`src/rtl/uart_pkg.sv`:
```
// uart_pkg: constants and types shared by the UART transmitter and receiver.
//   PERIOD_W    width of the clocks-per-bit value
//   MIN_PERIOD  smallest bit period the receiver accepts (lower values clamp)
//   FRAME_BITS  data bits per 8N1 frame
//   ST_*        receiver state encodings, wrapped by rx_state_e
package uart_pkg;

  localparam int          PERIOD_W   = 32;
  localparam int unsigned MIN_PERIOD = 4;
  localparam int          FRAME_BITS = 8;
  localparam int          BIT_IDX_W  = $clog2(FRAME_BITS);
  localparam int          STATE_W    = 3;

  localparam logic [STATE_W-1:0] ST_IDLE  = 3'd0;
  localparam logic [STATE_W-1:0] ST_START = 3'd1;
  localparam logic [STATE_W-1:0] ST_DATA  = 3'd2;
  localparam logic [STATE_W-1:0] ST_STOP  = 3'd3;
  localparam logic [STATE_W-1:0] ST_BREAK = 3'd4;

  typedef enum logic [STATE_W-1:0] {
    S_IDLE  = ST_IDLE,
    S_START = ST_START,
    S_DATA  = ST_DATA,
    S_STOP  = ST_STOP,
    S_BREAK = ST_BREAK
  } rx_state_e;

  // Raise a requested bit period to the supported floor.
  function automatic logic [PERIOD_W-1:0] clamp_period(
    input logic [PERIOD_W-1:0] p,
    input logic [PERIOD_W-1:0] lo
  );
    return (p < lo) ? lo : p;
  endfunction

endpackage

```
`src/rtl/uart_rx_if.sv`:
```
// uart_rx_if: serial line, bit period and received-byte outputs of uart_rx.
//   rx        serial line, idle high
//   period    clocks per bit
//   out_sync  one-cycle pulse, out_data holds a new byte
//   out_data  last good byte
//   frame_err one-cycle pulse, stop bit sampled low
// master drives the line (transmitter / bench), slave is the receiver.
interface uart_rx_if;
  import uart_pkg::*;

  logic                  rx;
  logic [PERIOD_W-1:0]   period;
  logic                  out_sync;
  logic [FRAME_BITS-1:0] out_data;
  logic                  frame_err;

  modport master (
    output rx,
    output period,
    input  out_sync,
    input  out_data,
    input  frame_err
  );

  modport slave (
    input  rx,
    input  period,
    output out_sync,
    output out_data,
    output frame_err
  );

endinterface

```
`src/rtl/uart_rx_sync.sv`:
```
// uart_rx_sync: two-flop synchronizer for the asynchronous rx pin plus a
// falling-edge detector. All flops reset to 1 so an idle line never looks
// like a start edge coming out of reset.
//   clk, rst  system clock, async active-high reset
//   i_rx      raw serial pin
//   o_rx_s    synchronized line level
//   o_fall    high for one cycle when the synchronized line goes 1 -> 0
module uart_rx_sync (
  input  logic clk,
  input  logic rst,
  input  logic i_rx,
  output logic o_rx_s,
  output logic o_fall
);

  logic r_meta;
  logic r_sync;
  logic r_dly;

  // Synchronizer chain plus one delay stage for edge detection.
  always_ff @(posedge clk or posedge rst) begin
    if (rst) begin
      r_meta <= 1'b1;
      r_sync <= 1'b1;
      r_dly  <= 1'b1;
    end else begin
      r_meta <= i_rx;
      r_sync <= r_meta;
      r_dly  <= r_sync;
    end
  end

  assign o_rx_s = r_sync;
  assign o_fall = r_dly & ~r_sync;

endmodule

```
`src/rtl/uart_rx.sv`:
```
// uart_rx: 8N1 UART receiver. Recovers a byte from the serial line using the
// same clocks-per-bit convention as uart_tx. A good frame yields a one-cycle
// out_sync with out_data; a low stop bit yields a one-cycle frame_err and the
// receiver then waits for the line to return high.
//   MIN_PERIOD  lower bound applied to period when a frame starts
//   clk, rst    system clock, async active-high reset
//   bus         uart_rx_if slave: rx, period in; out_sync, out_data, frame_err out
module uart_rx #(
  parameter int unsigned MIN_PERIOD = uart_pkg::MIN_PERIOD
) (
  input  logic     clk,
  input  logic     rst,
  uart_rx_if.slave bus
);
  import uart_pkg::*;

  localparam logic [PERIOD_W-1:0]  MIN_PER_C = PERIOD_W'(MIN_PERIOD);
  localparam logic [PERIOD_W-1:0]  ONE_C     = PERIOD_W'(1);
  localparam logic [BIT_IDX_W-1:0] LAST_BIT  = BIT_IDX_W'(FRAME_BITS - 1);

  logic w_rx_s;
  logic w_fall;

  rx_state_e             r_state,     w_state_nxt;
  logic [PERIOD_W-1:0]   r_cnt,       w_cnt_nxt;
  logic [PERIOD_W-1:0]   r_per,       w_per_nxt;
  logic [PERIOD_W-1:0]   r_half,      w_half_nxt;
  logic [BIT_IDX_W-1:0]  r_bit,       w_bit_nxt;
  logic [FRAME_BITS-1:0] r_shreg,     w_shreg_nxt;
  logic [FRAME_BITS-1:0] r_out_data,  w_out_data_nxt;
  logic                  r_out_sync,  w_out_sync_nxt;
  logic                  r_frame_err, w_frame_err_nxt;
  logic [PERIOD_W-1:0]   w_per_clamp;

  uart_rx_sync u_sync (
    .clk    (clk),
    .rst    (rst),
    .i_rx   (bus.rx),
    .o_rx_s (w_rx_s),
    .o_fall (w_fall)
  );

  assign w_per_clamp = clamp_period(bus.period, MIN_PER_C);

  // State register.
  always_ff @(posedge clk or posedge rst) begin
    if (rst) begin
      r_state <= S_IDLE;
    end else begin
      r_state <= w_state_nxt;
    end
  end

  // Bit timer, shift register and registered outputs.
  always_ff @(posedge clk or posedge rst) begin
    if (rst) begin
      r_cnt       <= '0;
      r_per       <= MIN_PER_C;
      r_half      <= MIN_PER_C >> 1;
      r_bit       <= '0;
      r_shreg     <= '0;
      r_out_data  <= 8'h00;
      r_out_sync  <= 1'b0;
      r_frame_err <= 1'b0;
    end else begin
      r_cnt       <= w_cnt_nxt;
      r_per       <= w_per_nxt;
      r_half      <= w_half_nxt;
      r_bit       <= w_bit_nxt;
      r_shreg     <= w_shreg_nxt;
      r_out_data  <= w_out_data_nxt;
      r_out_sync  <= w_out_sync_nxt;
      r_frame_err <= w_frame_err_nxt;
    end
  end

  // Next-state and datapath decode. The period is captured only at the
  // start edge so that changes mid-frame cannot disturb the bit timing.
  always_comb begin
    w_state_nxt     = r_state;
    w_cnt_nxt       = r_cnt;
    w_per_nxt       = r_per;
    w_half_nxt      = r_half;
    w_bit_nxt       = r_bit;
    w_shreg_nxt     = r_shreg;
    w_out_data_nxt  = r_out_data;
    w_out_sync_nxt  = 1'b0;
    w_frame_err_nxt = 1'b0;

    case (r_state)
      S_IDLE: begin
        if (w_fall) begin
          w_per_nxt   = w_per_clamp;
          w_half_nxt  = w_per_clamp >> 1;
          w_cnt_nxt   = '0;
          w_state_nxt = S_START;
        end else begin
          w_state_nxt = S_IDLE;
        end
      end

      // Sample mid start bit; a high line here was only a glitch.
      S_START: begin
        if (r_cnt == (r_half - ONE_C)) begin
          w_cnt_nxt = '0;
          w_bit_nxt = '0;
          if (w_rx_s) begin
            w_state_nxt = S_IDLE;
          end else begin
            w_state_nxt = S_DATA;
          end
        end else begin
          w_cnt_nxt = r_cnt + ONE_C;
        end
      end

      // LSB arrives first, so shift in from the top.
      S_DATA: begin
        if (r_cnt == (r_per - ONE_C)) begin
          w_cnt_nxt   = '0;
          w_shreg_nxt = {w_rx_s, r_shreg[FRAME_BITS-1:1]};
          w_bit_nxt   = r_bit + BIT_IDX_W'(1);
          if (r_bit == LAST_BIT) begin
            w_state_nxt = S_STOP;
          end else begin
            w_state_nxt = S_DATA;
          end
        end else begin
          w_cnt_nxt = r_cnt + ONE_C;
        end
      end

      S_STOP: begin
        if (r_cnt == (r_per - ONE_C)) begin
          w_cnt_nxt = '0;
          if (w_rx_s) begin
            w_out_data_nxt = r_shreg;
            w_out_sync_nxt = 1'b1;
            w_state_nxt    = S_IDLE;
          end else begin
            w_frame_err_nxt = 1'b1;
            w_state_nxt     = S_BREAK;
          end
        end else begin
          w_cnt_nxt = r_cnt + ONE_C;
        end
      end

      // A line held low must not be mistaken for a stream of start bits.
      S_BREAK: begin
        if (w_rx_s) begin
          w_state_nxt = S_IDLE;
        end else begin
          w_state_nxt = S_BREAK;
        end
      end

      default: begin
        w_state_nxt = S_IDLE;
      end
    endcase
  end

  assign bus.out_sync  = r_out_sync;
  assign bus.out_data  = r_out_data;
  assign bus.frame_err = r_frame_err;

endmodule
```
`src/flat_wrapper.sv`:
```
// flat-port wrapper written by rule: the top's interface ports become plain ports
module uart_rx_flat import uart_pkg::*;
#(
  parameter int unsigned MIN_PERIOD = uart_pkg::MIN_PERIOD
)
  (clk, rst, bus_rx, bus_period, bus_out_sync, bus_out_data, bus_frame_err);
  uart_rx_if bus_i ();
  input  logic clk;
  input  logic rst;
  input wire logic [$bits(bus_i.rx)-1:0] bus_rx;
  input wire logic [$bits(bus_i.period)-1:0] bus_period;
  output wire logic [$bits(bus_i.out_sync)-1:0] bus_out_sync;
  output wire logic [$bits(bus_i.out_data)-1:0] bus_out_data;
  output wire logic [$bits(bus_i.frame_err)-1:0] bus_frame_err;
  assign bus_i.rx = bus_rx;
  assign bus_i.period = bus_period;
  assign bus_out_sync = bus_i.out_sync;
  assign bus_out_data = bus_i.out_data;
  assign bus_frame_err = bus_i.frame_err;
  uart_rx #(.MIN_PERIOD(MIN_PERIOD)) u_core (.clk(clk), .rst(rst), .bus(bus_i));
endmodule
```
`config.mk`:
```
export PLATFORM = sky130hd
export DESIGN_NAME = uart_rx_flat
export DESIGN_NICKNAME = d
export VERILOG_FILES = /design/src/rtl/uart_pkg.sv /design/src/rtl/uart_rx_if.sv /design/src/rtl/uart_rx_sync.sv /design/src/rtl/uart_rx.sv /design/src/flat_wrapper.sv
export SDC_FILE = /design/constraint.sdc
export NUM_CORES = 1
export LEC_CHECK = 0
export BUFFER_PORTS_ARGS = -buffer_cell sky130_fd_sc_hd__buf_2
export CAP_MARGIN = 20
export CORE_UTILIZATION = 40
export CTS_CLUSTER_DIAMETER = 200
export DETAILED_ROUTE_END_ITERATION = 16
export PLACE_DENSITY = 0.56
export SLEW_MARGIN = 40
export SYNTH_ARGS = -nofsm -noshare
export SYNTH_HDL_FRONTEND = slang
export SYNTH_SLANG_ARGS = --single-unit
```
`constraint.sdc`:
```
create_clock -name clk -period 4.38 [get_ports clk]
set_input_delay 0.657 -clock clk [delete_from_list [all_inputs] [get_ports clk]]
set_output_delay 0.657 -clock clk [all_outputs]
set_load 0.005 [all_outputs]
```
# Word-level counts from Yosys, hierarchy flattened
# Cells that the tools add are included.
[word_totals] latch_bits=0 memories=0 mem_bits_rw=0 out_inout_bits=10 elab_cells=62 input_bits=35 regBits=122 mem_bits_ro=0
[op_classes] div=0 n_shift=0 eq_ne=11 n_addsub=4 order_cmp=1 n_reduce_logical=10 muxes=22 mul=0 bitwise_logic=2
[op_table] operator="32-bit 2-to-1 mux" n=4
[op_table] operator="32-bit one-hot mux with 3 select lines" n=1
[op_table] operator="32-bit equality test" n=2
[op_table] operator="32-bit by 1-bit adder with 32-bit output, second input constant" n=1
[op_table] operator="32-bit by 3-bit < comparator with 1-bit output, second input constant" n=1
[op_table] operator="31-bit by 1-bit subtractor with 32-bit output, second input constant" n=1
[op_table] operator="32-bit by 1-bit subtractor with 32-bit output, second input constant" n=1
[op_table] operator="3-bit 2-to-1 mux" n=6
[op_table] operator="3-bit one-hot mux with 5 select lines" n=1
[op_table] operator="3-bit AND reduction" n=3
[op_table] operator="1-bit 2-to-1 mux" n=8
[op_table] operator="3-bit by 2-bit equality test with 1-bit output, second input constant" n=2
[op_table] operator="3-bit equality test, second input constant" n=2
[op_table] operator="2-bit by 1-bit inequality test with 1-bit output, second input constant" n=3
[op_table] operator="3-bit one-hot mux with 2 select lines" n=1
[op_table] operator="2-bit AND reduction" n=3
[op_table] operator="3-bit by 1-bit adder with 3-bit output, second input constant" n=1
[op_table] operator="3-bit by 1-bit equality test with 1-bit output, second input constant" n=1
[op_table] operator="3-bit logical NOT" n=1
[op_table] operator="3-bit nonzero test" n=1
[op_table] operator="2-bit 2-to-1 mux" n=1
[op_table] operator="2-bit inequality test, second input constant" n=1
[op_table] operator="2-bit nonzero test" n=1
[op_table] operator="2-bit OR reduction" n=1
[op_table] operator="2 further kinds" n=2

# Logic depth before layout (Yosys ltp)
# Gate-level depths: netlist of the first run.
[depth] ltp_word=4 depth_mapped=15 mapped_depth_nobuf=11

# Cells and area by module
# From an unflattened synthesis of the first run, not the netlist that was laid out.
[unflattened] hier_cells=809 hier_area_um2=7219.4
[by_module_without_submodules] mod="uart_rx" seq_area_each_um2=2203.4 instances=1 area_each_um2=7123.1 cells_per_inst=804
[by_module_without_submodules] mod="uart_rx_sync" seq_area_each_um2=78.8 instances=1 area_each_um2=96.3 cells_per_inst=5

# Least setup slack after synthesis of the first run
# Ideal clock, no wire load.
[synth_timing] path_type="register to register" from="register u_core.r_per[2]" to="register u_core.r_out_data[0] (netlist: u_core.bus.out_data[0])" n_path_buf=2 path_stages_with_launch=13 setup_slack_ns=1.154 t_arrival_ns=3.098 synth_period_minus_slack_ns=3.226 setup_time_ns=0.128 required_ns=4.252 cell_sequence="dfstp_2 > clkbuf_1 > inv_1 > ha_1 > or4b_1 > a211oi_1 > a21oi_1 > o22a_1 > a2111oi_2 > nand4_1 > or3_1 > buf_2 > mux2_1"
[synth_between] elab_chain_cells=3
[synth_rtl] item="start, declared" line="uart_rx.sv:26" rtl="logic [PERIOD_W-1:0] r_per, w_per_nxt;"
[synth_rtl] item="start signal, assigned" line="uart_rx.sv:67" rtl="r_per <= w_per_nxt;"
[synth_rtl] item="32-bit by 1-bit subtractor with 32-bit output" line="uart_rx.sv:134" rtl="if (r_cnt == (r_per - ONE_C)) begin"
[synth_rtl] item="32-bit equality test" line="uart_rx.sv:134"
[synth_rtl] item="3-bit AND reduction (no line)"
[synth_rtl] item="end signal, assigned" line="uart_rx.sv:71" rtl="r_out_data <= w_out_data_nxt;"
[synth_rtl] item="end, declared" line="uart_rx.sv:30" rtl="logic [FRAME_BITS-1:0] r_out_data, w_out_data_nxt;"
# No other way between the ends.
# A chain may end at the register's enable or synchronous reset.

# Final worst setup path of the first run
[layout_timing] from="register u_core.r_per[1]" to="register u_core.r_out_data[2] (netlist: u_core.bus.out_data[2])"
# The elaborated chain is that of the path after synthesis.

==> results of run 1 <==
-- power by group --
part | switching (µW) | internal (µW)
Combinational | 1000 | 835
Clock | 399 | 412
Sequential | 474 | 1020
Total | 1880 | 2270
-- worst max-delay path, cell delays in order, from the launching register on --
cell,delay (ns)
sky130_fd_sc_hd__dfrtp_1,0.43
sky130_fd_sc_hd__inv_1,0.12
sky130_fd_sc_hd__ha_1,0.45
sky130_fd_sc_hd__nor4b_2,0.63
sky130_fd_sc_hd__nand4_1,0.17
sky130_fd_sc_hd__or4_1,0.51
sky130_fd_sc_hd__a22oi_1,0.18
sky130_fd_sc_hd__and4_1,0.26
sky130_fd_sc_hd__nand4_1,0.20
sky130_fd_sc_hd__or3_1,0.57
sky130_fd_sc_hd__mux2_1,0.37
-- logic make-up after synthesis --
kind of cell,synth area share (%)
muxes,8.493
and+or+nand+nor,25.33
adders and majority gates,0.9696
xor gates and xnor gates,10.59
buffers and inverters,5.274
DFF,35.37
AOI/OAI and AO/OA,13.98
-- metal layers --
| layer | share of wire (%) | up-vias | track usage (%) | wire length [µm] |
|---|---|---|---|---|
| met2 | 46 | 187 | 36.38 | 8296 |
| met5 | 0 | - | 0 | 0 |
| met4 | 2.0 | 0 | 8.235 | 359 |
| met3 | 4.8 | 25 | 4.005 | 866 |
| met1 | 48 | 2743 | 32.19 | 8672 |
| li1 | - | 2635 | - | - |
-- cells in the mapped netlist (4+ instances only) --
cell | instances | area share (%)
sky130_fd_sc_hd__a211oi_1 | 4 | 0.47
sky130_fd_sc_hd__a21o_1 | 8 | 0.93
sky130_fd_sc_hd__a21oi_1 | 29 | 2.2
sky130_fd_sc_hd__a22o_1 | 11 | 1.5
sky130_fd_sc_hd__a31oi_1 | 19 | 1.8
sky130_fd_sc_hd__a41oi_1 | 4 | 0.54
sky130_fd_sc_hd__and3_1 | 5 | 0.48
sky130_fd_sc_hd__and4_1 | 9 | 1.2
sky130_fd_sc_hd__buf_2 | 17 | 1.3
sky130_fd_sc_hd__clkbuf_1 | 44 | 2.6
sky130_fd_sc_hd__dfrtp_1 | 87 | 34
sky130_fd_sc_hd__dfstp_2 | 4 | 1.6
sky130_fd_sc_hd__ha_1 | 5 | 0.97
sky130_fd_sc_hd__inv_1 | 13 | 0.76
sky130_fd_sc_hd__mux2_1 | 8 | 1.4
sky130_fd_sc_hd__mux2_2 | 38 | 6.6
sky130_fd_sc_hd__nand2_1 | 62 | 3.6
sky130_fd_sc_hd__nand2b_1 | 11 | 1.1
sky130_fd_sc_hd__nand3_1 | 31 | 2.4
sky130_fd_sc_hd__nand3b_1 | 8 | 0.93
sky130_fd_sc_hd__nand4_1 | 21 | 2.0
sky130_fd_sc_hd__nor2_1 | 46 | 2.7
sky130_fd_sc_hd__nor2b_1 | 4 | 0.39
sky130_fd_sc_hd__nor3_1 | 20 | 1.6
sky130_fd_sc_hd__nor4_1 | 22 | 2.1
sky130_fd_sc_hd__nor4_4 | 4 | 1.3
sky130_fd_sc_hd__o211ai_1 | 7 | 0.81
sky130_fd_sc_hd__o21ai_0 | 18 | 1.4
sky130_fd_sc_hd__o22ai_1 | 4 | 0.39
sky130_fd_sc_hd__or2_2 | 5 | 0.48
sky130_fd_sc_hd__or3_1 | 8 | 0.78
sky130_fd_sc_hd__or4_1 | 6 | 0.70
sky130_fd_sc_hd__xnor2_1 | 53 | 7.2
sky130_fd_sc_hd__xor2_1 | 25 | 3.4
-- sequential cells by signal, summed over array words and instances (netlist names) --
signal	flops
u_core.u_sync.o_rx_s	1
u_core.r_cnt	32
u_core.bus.out_sync	1
u_core.bus.frame_err	1
u_core.r_shreg	8
u_core.bus.out_data	8
u_core.r_bit	3
u_core.r_per	31
u_core.r_state	3
u_core.u_sync.r_dly	1
u_core.r_half	1
u_core.u_sync.r_meta	1
-- metrics by stage --
stage          power [µW]  hold WS [ns]  cells  area, µm²
6_report             4143        0.3072    946       7119
5_1_grt              4391        0.3579    946       7119
4_1_cts              4128        0.3162    946       7119
3_5_place_dp         3296        0.3533    930       6805
3_3_place_gp         3274        0.3489    930       6805
2_1_floorplan        2810        0.3452    721       6452
-- worst min-delay path by stage --
stage                               startpoint                    to  slack, ns  cells after the start
after floorplan           u_core.u_sync.r_meta  u_core.u_sync.o_rx_s       0.35                      0
after global placement    u_core.u_sync.r_meta  u_core.u_sync.o_rx_s       0.35                      0
after detailed placement  u_core.u_sync.r_meta  u_core.u_sync.o_rx_s       0.35                      0
after CTS                                  rst      u_core.r_per[26]       0.32                      2
after global routing                       rst      u_core.r_per[23]       0.36                      2
final                                      rst      u_core.r_per[26]       0.31                      2
-- final cells by class --
class	instances	area (µm²)
Fill cell	1575	8708
Multi-Input combinational cell	550	3850
Sequential cell	91	2282
Timing Repair Buffer	60	352.8
Tap cell	216	270.3
Clock buffer	9	225.2
Clock inverter	7	88.84
Inverter	13	50.05
-- placed cells by master (no fill, tap or decap), types with 5 or more instances in the layout --
cell type / count
sky130_fd_sc_hd__a21o_1: 8
sky130_fd_sc_hd__a21oi_1: 29
sky130_fd_sc_hd__a22o_1: 11
sky130_fd_sc_hd__a31oi_1: 19
sky130_fd_sc_hd__and3_1: 5
sky130_fd_sc_hd__and4_1: 9
sky130_fd_sc_hd__buf_2: 44
sky130_fd_sc_hd__buf_4: 15
sky130_fd_sc_hd__clkbuf_16: 9
sky130_fd_sc_hd__dfrtp_1: 87
sky130_fd_sc_hd__ha_1: 5
sky130_fd_sc_hd__inv_1: 12
sky130_fd_sc_hd__mux2_1: 8
sky130_fd_sc_hd__mux2_2: 38
sky130_fd_sc_hd__nand2_1: 62
sky130_fd_sc_hd__nand2b_1: 11
sky130_fd_sc_hd__nand3_1: 31
sky130_fd_sc_hd__nand3b_1: 8
sky130_fd_sc_hd__nand4_1: 21
sky130_fd_sc_hd__nor2_1: 46
sky130_fd_sc_hd__nor3_1: 20
sky130_fd_sc_hd__nor4_1: 21
sky130_fd_sc_hd__o211ai_1: 7
sky130_fd_sc_hd__o21ai_0: 18
sky130_fd_sc_hd__or2_2: 5
sky130_fd_sc_hd__or3_1: 8
sky130_fd_sc_hd__or4_1: 6
sky130_fd_sc_hd__xnor2_1: 53
sky130_fd_sc_hd__xor2_1: 25
==> tab_implementation.tex, run 1 <==
\begin{tabular}{lr}
\hline
Metric & Value \\
\hline
\multicolumn{2}{l}{\textbf{Run status}} \\
\quad Outcome & completed \\
\multicolumn{2}{l}{\textbf{Detailed routing}} \\
\quad Detailed Route WL & 18190 µm \\
\quad Post-detailed-route DRC marker count & 0 \\
\quad Initial DRT Pass Iterations & 5 \\
\quad Vias/cell & 5.909 \\
\quad DR WL/cell & 19.23 µm \\
\quad Antenna Nets Post-Route & 0 \\
\quad Vias & 5590 \\
\quad Number of violations reported at the end of detailed-routing iteration 0 & 385 \\
\multicolumn{2}{l}{\textbf{Placement}} \\
\quad Routability-driven placement congestion ratio & 0.9627 \\
\quad Quantity of I/O buffers inserted on ports & 44 \\
\quad Detailed Place HPWL & 13590 µm \\
\quad Worst slack after detailed placement & 0.4781 ns \\
\multicolumn{2}{l}{\textbf{Critical path}} \\
\quad Endpoint required time on the critical path & 4.63 ns \\
\quad Kind of launch point of the worst setup path & register \\
\quad Data arrival time of the critical path & 4.25 ns \\
\quad Worst Setup SP & u\_core.r\_per[1] \\
\quad Setup slack of the worst register-to-register path & 0.38 ns \\
\quad Cells on worst reg2reg path & 10 \\
\quad Launch point of the worst reg-to-reg path & u\_core.r\_per[1] \\
\quad FF-to-FF End & u\_core.bus.out\_data[2] \\
\quad Crit Path Class & register to register \\
\quad Crit-path max FO & 14 \\
\quad Critical Path Sink & u\_core.bus.out\_data[2] \\
\quad Sort of element at the end of the critical path & register \\
\multicolumn{2}{l}{\textbf{Logic synthesis}} \\
\quad Cell count after synthesis & 721 \\
\quad Total number of yosys warnings & 0 \\
\quad Number of distinct library cells after synthesis & 70 \\
\quad Cell Area, Synth & 6452 µm² \\
\quad Count of flip-flops with a built-in enable after synthesis & 0 \\
\quad Share of async-settable or async-resettable flops after synthesis & 100.0\% \\
\quad Post-synthesis sequential area ratio & 35.37\% \\
\quad Syn\_area\_per\_cell & 8.949 µm² \\
\quad Register bit total from synthesis & 91 \\
\quad Synthesized Nets & 761 \\
\quad Most used flip-flop cell after synthesis & sky130\_fd\_sc\_hd\_\_dfrtp\_1 \\
\multicolumn{2}{l}{\textbf{Floorplan}} \\
\quad Top Ports & 45 \\
\quad Area of the die & 16640 µm² \\
\quad Starting density of the core & 40.77\% \\
\quad Die Wd & 129.0 µm \\
\quad DIE HEIGHT & 129.0 µm \\
\quad Core ar. & 15830 µm² \\
\quad Number of rows in the core area & 46 \\
\multicolumn{2}{l}{\textbf{Clocking}} \\
\quad Number of H-tree levels & 3 \\
\quad Number of hold buffers added after cts & 0 \\
\quad Buffer cell driving the clock tree root & sky130\_fd\_sc\_hd\_\_clkbuf\_16 \\
\quad Number of setup buffers added after CTS & 0 \\
\quad Clock slew seen by the registers of the worst setup and hold paths & 0.08 ns \\
\quad Maximum buffer depth of the clock tree & 2 \\
\quad Clock latency at the later pin of the worst-skew pair & 0.36 ns \\
\quad Clock tree from TritonCTS & yes \\
\quad Clock tree sinks & 91 \\
\quad Post-CTS Resized & 0 \\
\quad Number of clock buffers inserted by TritonCTS & 9 \\
\multicolumn{2}{l}{\textbf{Timing}} \\
\quad Period utilisation layout & 91.39\% \\
\quad Clock skew after layout & 0.01156 ns \\
\quad Min Clock Period, post-route & 4.003 ns \\
\quad Max-slew headroom at the worst pin & 51.11\% \\
\quad Unrepaired setup endpoints after global routing & no \\
\quad Worst Slack Setup Final & 0.3773 ns \\
\quad Hold violation total from the final report & 0 \\
\quad Final Slew Violations & 0 \\
\quad Achievable clock frequency & 0.2498 GHz \\
\quad Total of endpoints with negative setup slack in the final report & 0 \\
\quad Pin slew with the least headroom to its limit & 0.7277 ns \\
\quad Setup total negative slack & 0 ns \\
\multicolumn{2}{l}{\textbf{Finish}} \\
\quad End-of-flow core utilization & 44.98\% \\
\quad P\&R area growth vs syn & 10.34\% \\
\quad Antenna Cells & 0 \\
\quad Fraction of layout instances using a drive strength above 1 & 19.32\% \\
\quad Total Nets Final & 765 \\
\multicolumn{2}{l}{\textbf{Flow run}} \\
\quad Max-cap viol count & 0 \\
\multicolumn{2}{l}{\textbf{GRT}} \\
\quad Maximum number of pins on one net before global-route repair & 37 \\
\quad Number of antenna violations at the first check in global routing & 0 \\
\quad Number of global-route vias before repair & 5327 \\
\quad Total routing resource utilization after global routing & 23.19\% \\
\quad First-pass GRT wire length & 29500 µm \\
\quad Global route total overflow & 0 \\
\multicolumn{2}{l}{\textbf{Power and ir drop}} \\
\quad Leakage power of the design & 0.002944 µW \\
\quad Peak VDD IR & 259.5 µV \\
\quad Total power divided by cell area & 581.9 nW/µm² \\
\multicolumn{2}{l}{\textbf{Worst hold path}} \\
\quad Min-delay worst type & input port to asynchronous set/reset pin \\
\hline
\end{tabular}
Note: power is estimated with default switching activity, not from simulation.
==> run 2: changes to the inputs <==
==> constraint.sdc (replaced) <==
create_clock -name clk -period 4.38 [get_ports clk]
set_input_delay 0.219 -clock clk [delete_from_list [all_inputs] [get_ports clk]]
set_output_delay 0.219 -clock clk [all_outputs]
set_load 0.005 [all_outputs]
==> run 2 against run 1 <==
  * Register-to-register slack got worse by 0.04 ns
  * Fmax fell by 0.91%
  * Clock skew fell by 0.0045 ns
  * Design area barely moved
  * Utilization barely moved
  * Sequential cell count did not move
  * Total power barely moved
  * First-iteration DRC count fell by 7.0%
  * Critical path depth fell by 1
  * Global-route usage rose by 0.26 points
  * Combinational power barely moved
  * Clock power barely moved
  * Largest power group unchanged
==> tab_implementation.tex, run 2 (synthesized netlist as in run 1, its figures left out) <==
\begin{tabular}{lr}
\hline
Metric & Value \\
\hline
\multicolumn{2}{l}{\textbf{Finish}} \\
\quad Final standard cell count with taps included and fillers excluded & 947 \\
\quad Commonest non-fill, non-tap cells in the layout & sky130\_fd\_sc\_hd\_\_dfrtp\_1, sky130\_fd\_sc\_hd\_\_nand2\_1, sky130\_fd\_sc\_hd\_\_xnor2\_1, sky130\_fd\_sc\_hd\_\_nor2\_1, sky130\_fd\_sc\_hd\_\_buf\_2 \\
\quad Most common library cell in the layout ignoring fill and taps & sky130\_fd\_sc\_hd\_\_dfrtp\_1 \\
\quad Fillcell total & 1553 \\
\quad Fraction of layout instances using a drive strength above 1 & 19.15\% \\
\quad End-of-flow core utilization & 45.01\% \\
\quad Largest register FFs & 32 \\
\quad Antenna Cells & 0 \\
\quad P\&R area growth vs syn & 10.41\% \\
\quad Largest registers ranked by flip-flop count & u\_core.r\_cnt x32, u\_core.r\_per x31 \\
\quad Total Nets Final & 766 \\
\quad Register with the most flip-flops & u\_core.r\_cnt \\
\multicolumn{2}{l}{\textbf{Timing}} \\
\quad Achievable clock frequency & 0.2476 GHz \\
\quad Worst Slack Setup Final & 0.3405 ns \\
\quad Pin slew with the least headroom to its limit & 0.7922 ns \\
\quad Final Slew Violations & 0 \\
\quad Min Clock Period, post-route & 4.039 ns \\
\quad Total of endpoints with negative setup slack in the final report & 0 \\
\quad Clock skew after layout & 0.007078 ns \\
\quad Max-slew headroom at the worst pin & 46.75\% \\
\quad Setup total negative slack & 0 ns \\
\quad Hold violation total from the final report & 0 \\
\quad Period utilisation layout & 92.23\% \\
\quad Unrepaired setup endpoints after global routing & no \\
\multicolumn{2}{l}{\textbf{GRT}} \\
\quad Number of antenna violations at the first check in global routing & 0 \\
\quad First-pass GRT wire length & 29640 µm \\
\quad Number of global-route vias before repair & 5307 \\
\quad Global route total overflow & 0 \\
\quad Maximum number of pins on one net before global-route repair & 59 \\
\quad Total routing resource utilization after global routing & 23.46\% \\
\multicolumn{2}{l}{\textbf{Power and ir drop}} \\
\quad Total power divided by cell area & 581.0 nW/µm² \\
\quad Peak VDD IR & 286.4 µV \\
\quad Pwr Total & 4139 µW \\
\quad Leakage power of the design & 0.002941 µW \\
\multicolumn{2}{l}{\textbf{Clocking}} \\
\quad Clock tree from TritonCTS & yes \\
\quad Buffer cell driving the clock tree root & sky130\_fd\_sc\_hd\_\_clkbuf\_16 \\
\quad Clock latency at the later pin of the worst-skew pair & 0.37 ns \\
\quad Maximum buffer depth of the clock tree & 2 \\
\quad Clock slew seen by the registers of the worst setup and hold paths & 0.08 ns \\
\quad Number of clock buffers inserted by TritonCTS & 9 \\
\quad Number of H-tree levels & 3 \\
\quad Clock tree sinks & 91 \\
\quad Post-CTS Resized & 0 \\
\multicolumn{2}{l}{\textbf{Run status}} \\
\quad Outcome & completed \\
\multicolumn{2}{l}{\textbf{Floorplan}} \\
\quad Top Ports & 45 \\
\quad Number of rows in the core area & 46 \\
\quad Core ar. & 15830 µm² \\
\quad Area of the die & 16640 µm² \\
\quad Starting density of the core & 40.77\% \\
\quad Die Wd & 129.0 µm \\
\quad DIE HEIGHT & 129.0 µm \\
\multicolumn{2}{l}{\textbf{Detailed routing}} \\
\quad DR WL/cell & 19.37 µm \\
\quad Initial DRT Pass Iterations & 5 \\
\quad Vias/cell & 5.923 \\
\quad Number of violations reported at the end of detailed-routing iteration 0 & 358 \\
\quad Vias & 5609 \\
\quad Antenna Nets Post-Route & 0 \\
\quad Detailed Route WL & 18340 µm \\
\quad Post-detailed-route DRC marker count & 0 \\
\multicolumn{2}{l}{\textbf{Placement}} \\
\quad Detailed Place HPWL & 13820 µm \\
\quad Quantity of I/O buffers inserted on ports & 44 \\
\quad Routability-driven placement congestion ratio & 0.9756 \\
\quad Worst slack after detailed placement & 0.4799 ns \\
\quad Dpl cells & 929 \\
\multicolumn{2}{l}{\textbf{Critical path}} \\
\quad Endpoint required time on the critical path & 4.64 ns \\
\quad Crit Path Class & register to register \\
\quad Data arrival time of the critical path & 4.30 ns \\
\quad Kind of launch point of the worst setup path & register \\
\quad Crit-path max FO & 22 \\
\quad Sort of element at the end of the critical path & register \\
\multicolumn{2}{l}{\textbf{Worst hold path}} \\
\quad Min-delay worst type & input port to register \\
\multicolumn{2}{l}{\textbf{Flow run}} \\
\quad Max-cap viol count & 0 \\
\hline
\end{tabular}
## run 2: changes by cell type in the layout (fill, tap and decap cells not counted), sizes merged
cell         delta
buf             -1
clkinv          -2
clkinvlp        +1
dlygate4sd3     +2
inv             +1
## run 2: what timing repair did
item	CTS	global route
hold buffers	2	0
setup buffers	0	0
hold endpoints to repair	55	0
## run 2: worst paths after layout
check / from / end / slack [ns] / cells past startpoint
max: u_core.r_per[3] / u_core.r_cnt[31] / 0.34 / 9
min: bus_period[0] / u_core.r_per[0] / 0.06 / 3
max reg2reg: u_core.r_per[3] / u_core.r_cnt[31] / 0.34 / 9
min reg2reg: u_core.u_sync.r_meta / u_core.u_sync.o_rx_s / 0.36 / 0
max in group asynchronous: rst / u_core.r_per[2] / 3.07 / 4
min in group asynchronous: rst / u_core.r_per[21] / 0.42 / 3
## run 2: where the power goes
group	leakage, µW	internal [µW]	switching (µW)
clock network	0.000147	408	403
registers	0.00119	1020	469
logic	0.00161	831	1010
## run 2: worst max-delay path, cell delays in order, from the launching register on
cell	delay, ns
sky130_fd_sc_hd__dfrtp_1	0.60
sky130_fd_sc_hd__nor4_2	0.68
sky130_fd_sc_hd__nand4_1	0.46
sky130_fd_sc_hd__o41ai_1	0.64
sky130_fd_sc_hd__o2111ai_1	0.23
sky130_fd_sc_hd__nor4_2	0.58
sky130_fd_sc_hd__o22ai_4	0.14
sky130_fd_sc_hd__buf_4	0.23
sky130_fd_sc_hd__a21o_1	0.18
sky130_fd_sc_hd__a22o_1	0.17
## run 2: area by class of cell
cell class	count	area, µm²	share of cell area, %
multi-input combinational	550	3850	54.04
sequential	91	2282	32.03
timing repair buffer	61	365.4	5.128
tap	216	270.3	3.793
clock buffer	9	225.2	3.161
clock inverter	7	77.57	1.089
inverter	13	53.80	0.7552
## run 2: metal layers
layer / global-route usage (%) / part of all wire [%] / vias to the layer above
met4: 9.965 / 3.0 / 0
met3: 4.170 / 5.0 / 34
li1: - / - / 2641
met5: 0 / 0 / -
met2: 37.42 / 46 / 179
met1: 31.35 / 46 / 2755
## run 2: through the flow
stage,cell area (µm²),hold slack (ns)
6_report,7124,0.06024
5_1_grt,7124,0.09245
4_1_cts,7124,0.05701
3_5_place_dp,6802,0.2980
3_3_place_gp,6798,0.3302
2_1_floorplan,6452,0.2235
==> run 3: changes to the inputs <==
CORE_UTILIZATION = 45   (was 40)
PLACE_DENSITY = 0.61   (was 0.56)
==> run 3 against run 2 <==
  * Fmax is 2.8% higher
  * Count of clock-buffer cells in the layout is the same
  * Setup slack improved by 0.11 ns
  * Via count down 0.12%
  * Worst hold slack improved by 0.0088 ns
  * Die area shrank 11%
  * Design area shrank 0.40%
  * Clock power is 0.9% lower
  * Highest routed layer unchanged
  * Clock skew rose by 0.0059 ns
  * Critical path depth rose by 1
==> tab_implementation.tex, run 3 (synthesized netlist as in run 1, its figures left out) <==
\begin{tabular}{lr}
\hline
Metric & Value \\
\hline
\multicolumn{2}{l}{\textbf{GRT}} \\
\quad Number of global-route vias before repair & 5514 \\
\quad Global-route track usage on met1 & 34.83\% \\
\quad Number of antenna violations at the first check in global routing & 0 \\
\quad Total routing resource utilization after global routing & 26.02\% \\
\quad First-pass GRT wire length & 29590 µm \\
\quad Global route total overflow & 0 \\
\quad Global-route track usage on met3 & 4.213\% \\
\quad Maximum number of pins on one net before global-route repair & 62 \\
\quad Grt met2 use & 41.74\% \\
\quad Most heavily used metal layer in global routing & met2 \\
\multicolumn{2}{l}{\textbf{Timing}} \\
\quad Clock skew after layout & 0.01295 ns \\
\quad Max-slew headroom at the worst pin & 42.98\% \\
\quad Hold violation total from the final report & 0 \\
\quad Total of endpoints with negative setup slack in the final report & 0 \\
\quad Unrepaired setup endpoints after global routing & no \\
\quad Setup total negative slack & 0 ns \\
\quad Min Clock Period, post-route & 3.930 ns \\
\quad Period utilisation layout & 89.73\% \\
\quad Worst Slack Setup Final & 0.4499 ns \\
\quad Pin slew with the least headroom to its limit & 0.8488 ns \\
\quad Final Slew Violations & 0 \\
\quad Achievable clock frequency & 0.2544 GHz \\
\multicolumn{2}{l}{\textbf{Critical path}} \\
\quad Launch point of the worst reg-to-reg path & u\_core.r\_per[1] \\
\quad Data arrival time of the critical path & 4.18 ns \\
\quad FF-to-FF End & u\_core.bus.out\_data[7] \\
\quad Worst Setup SP & u\_core.r\_per[1] \\
\quad Sort of element at the end of the critical path & register \\
\quad Setup slack of the worst register-to-register path & 0.45 ns \\
\quad Kind of launch point of the worst setup path & register \\
\quad Endpoint required time on the critical path & 4.63 ns \\
\quad Crit-path max FO & 14 \\
\quad Cells on worst reg2reg path & 10 \\
\quad Crit Path Class & register to register \\
\quad Critical Path Sink & u\_core.bus.out\_data[7] \\
\multicolumn{2}{l}{\textbf{Placement}} \\
\quad Quantity of I/O buffers inserted on ports & 44 \\
\quad Worst slack after detailed placement & 0.4681 ns \\
\quad Routability-driven placement congestion ratio & 0.9255 \\
\quad Area of placed instances & 6771 µm² \\
\quad Detailed Place HPWL & 13630 µm \\
\quad Dpl cells & 895 \\
\multicolumn{2}{l}{\textbf{Clocking}} \\
\quad Number of clock buffers inserted by TritonCTS & 9 \\
\quad Clock latency at the later pin of the worst-skew pair & 0.36 ns \\
\quad Clock slew seen by the registers of the worst setup and hold paths & 0.08 ns \\
\quad Maximum buffer depth of the clock tree & 2 \\
\quad Buffer cell driving the clock tree root & sky130\_fd\_sc\_hd\_\_clkbuf\_16 \\
\quad Clock tree from TritonCTS & yes \\
\quad Clock tree sinks & 91 \\
\quad Number of H-tree levels & 3 \\
\multicolumn{2}{l}{\textbf{Floorplan}} \\
\quad Core ar. & 13930 µm² \\
\quad Die Wd & 121.7 µm \\
\quad Top Ports & 45 \\
\quad Number of rows in the core area & 43 \\
\quad DIE HEIGHT & 121.7 µm \\
\quad Starting density of the core & 46.31\% \\
\quad Area of the die & 14820 µm² \\
\multicolumn{2}{l}{\textbf{Finish}} \\
\quad Sequential Area & 2282 µm² \\
\quad Most common library cell in the layout ignoring fill and taps & sky130\_fd\_sc\_hd\_\_dfrtp\_1 \\
\quad Antenna Cells & 0 \\
\quad Largest register FFs & 32 \\
\quad Fraction of layout instances using a drive strength above 1 & 19.37\% \\
\quad Fillcell total & 1319 \\
\quad Total Nets Final & 768 \\
\quad Commonest non-fill, non-tap cells in the layout & sky130\_fd\_sc\_hd\_\_dfrtp\_1, sky130\_fd\_sc\_hd\_\_nand2\_1, sky130\_fd\_sc\_hd\_\_xnor2\_1, sky130\_fd\_sc\_hd\_\_nor2\_1, sky130\_fd\_sc\_hd\_\_buf\_2 \\
\quad Final cell area excluding filler cells & 7096 µm² \\
\quad Largest registers ranked by flip-flop count & u\_core.r\_cnt x32, u\_core.r\_per x31 \\
\quad P\&R area growth vs syn & 9.967\% \\
\quad Final standard cell count with taps included and fillers excluded & 913 \\
\quad Multi-input logic area & 3850 µm² \\
\quad Register with the most flip-flops & u\_core.r\_cnt \\
\multicolumn{2}{l}{\textbf{Power and ir drop}} \\
\quad Peak VDD IR & 327.3 µV \\
\quad Leakage power of the design & 0.002955 µW \\
\quad Pwr Total & 4122 µW \\
\quad Total power divided by cell area & 580.9 nW/µm² \\
\multicolumn{2}{l}{\textbf{Detailed routing}} \\
\quad Vias & 5602 \\
\quad Antenna Nets Post-Route & 0 \\
\quad DR WL/cell & 19.61 µm \\
\quad Initial DRT Pass Iterations & 5 \\
\quad Number of violations reported at the end of detailed-routing iteration 0 & 420 \\
\quad Detailed Route WL & 17910 µm \\
\quad Vias/cell & 6.136 \\
\quad Post-detailed-route DRC marker count & 0 \\
\multicolumn{2}{l}{\textbf{Run status}} \\
\quad Outcome & completed \\
\multicolumn{2}{l}{\textbf{Flow run}} \\
\quad Max-cap viol count & 0 \\
\multicolumn{2}{l}{\textbf{Worst hold path}} \\
\quad Min-delay worst type & input port to register \\
\hline
\end{tabular}
==> run 3: changes by cell type in the layout (fill, tap and decap cells not counted), sizes merged <==
cell      delta
buf          +2
clkinv       +2
clkinvlp     -1
inv          -1
==> run 3: worst min-delay path by stage <==
stage / depth (start not counted) / startpoint / endpoint
2_1_floorplan: 0 / bus_rx / u_core.u_sync.r_meta
3_3_place_gp: 1 / bus_rx / u_core.u_sync.r_meta
3_5_place_dp: 2 / rst / u_core.r_per[26]
4_1_cts: 3 / bus_period[0] / u_core.r_per[0]
5_1_grt: 3 / bus_period[0] / u_core.r_per[0]
6_report: 3 / bus_period[0] / u_core.r_per[0]
==> run 3: power by group <==
group	internal [µW]	leakage [µW]	switching, µW
Clock	408	0.000150	395
Combinational	840	0.00162	1020
Sequential	1020	0.00119	437
Total	2270	0.00296	1850
==> run 3: per-stage QoR <==
stage / utilization [%] / hold slack, ns
after floorplan: - / 0.2235
after global placement: 48.57 / 0.3282
after detailed placement: 48.59 / 0.3094
after CTS: 50.92 / 0.06432
after global routing: 50.92 / 0.08453
final: 50.92 / 0.06899
==> run 3: timing repair <==
item                                    in CTS  in global routing
buffers inserted                             0                  0
resized for setup                            0                  0
endpoints found under the setup margin       0                  0
hold endpoints to repair                    58                  0
hold buffers                                 2                  0
==> run 3: worst max-delay path: stages, from the launching register on <==
cell	delay, ns
sky130_fd_sc_hd__dfrtp_1	0.42
sky130_fd_sc_hd__inv_1	0.11
sky130_fd_sc_hd__ha_1	0.45
sky130_fd_sc_hd__nor4b_2	0.60
sky130_fd_sc_hd__nand4_1	0.17
sky130_fd_sc_hd__or4_1	0.50
sky130_fd_sc_hd__a22oi_1	0.17
sky130_fd_sc_hd__and4_1	0.26
sky130_fd_sc_hd__nand4_1	0.18
sky130_fd_sc_hd__or3_1	0.58
sky130_fd_sc_hd__mux2_1	0.38
==> run 3: layout make-up <==
cell class | count | area share, %
Timing Repair Buffer | 63 | 5.361
Sequential cell | 91 | 32.16
Inverter | 13 | 0.7582
Clock inverter | 7 | 1.111
Multi-Input combinational cell | 550 | 54.26
Tap cell | 180 | 3.174
Clock buffer | 9 | 3.174
==> run 3: routing by layer <==
layer | wire (µm) | up-vias
met5 | 0 | -
met4 | 440 | 0
met3 | 824 | 31
met2 | 8319 | 154
met1 | 8323 | 2775
li1 | - | 2642
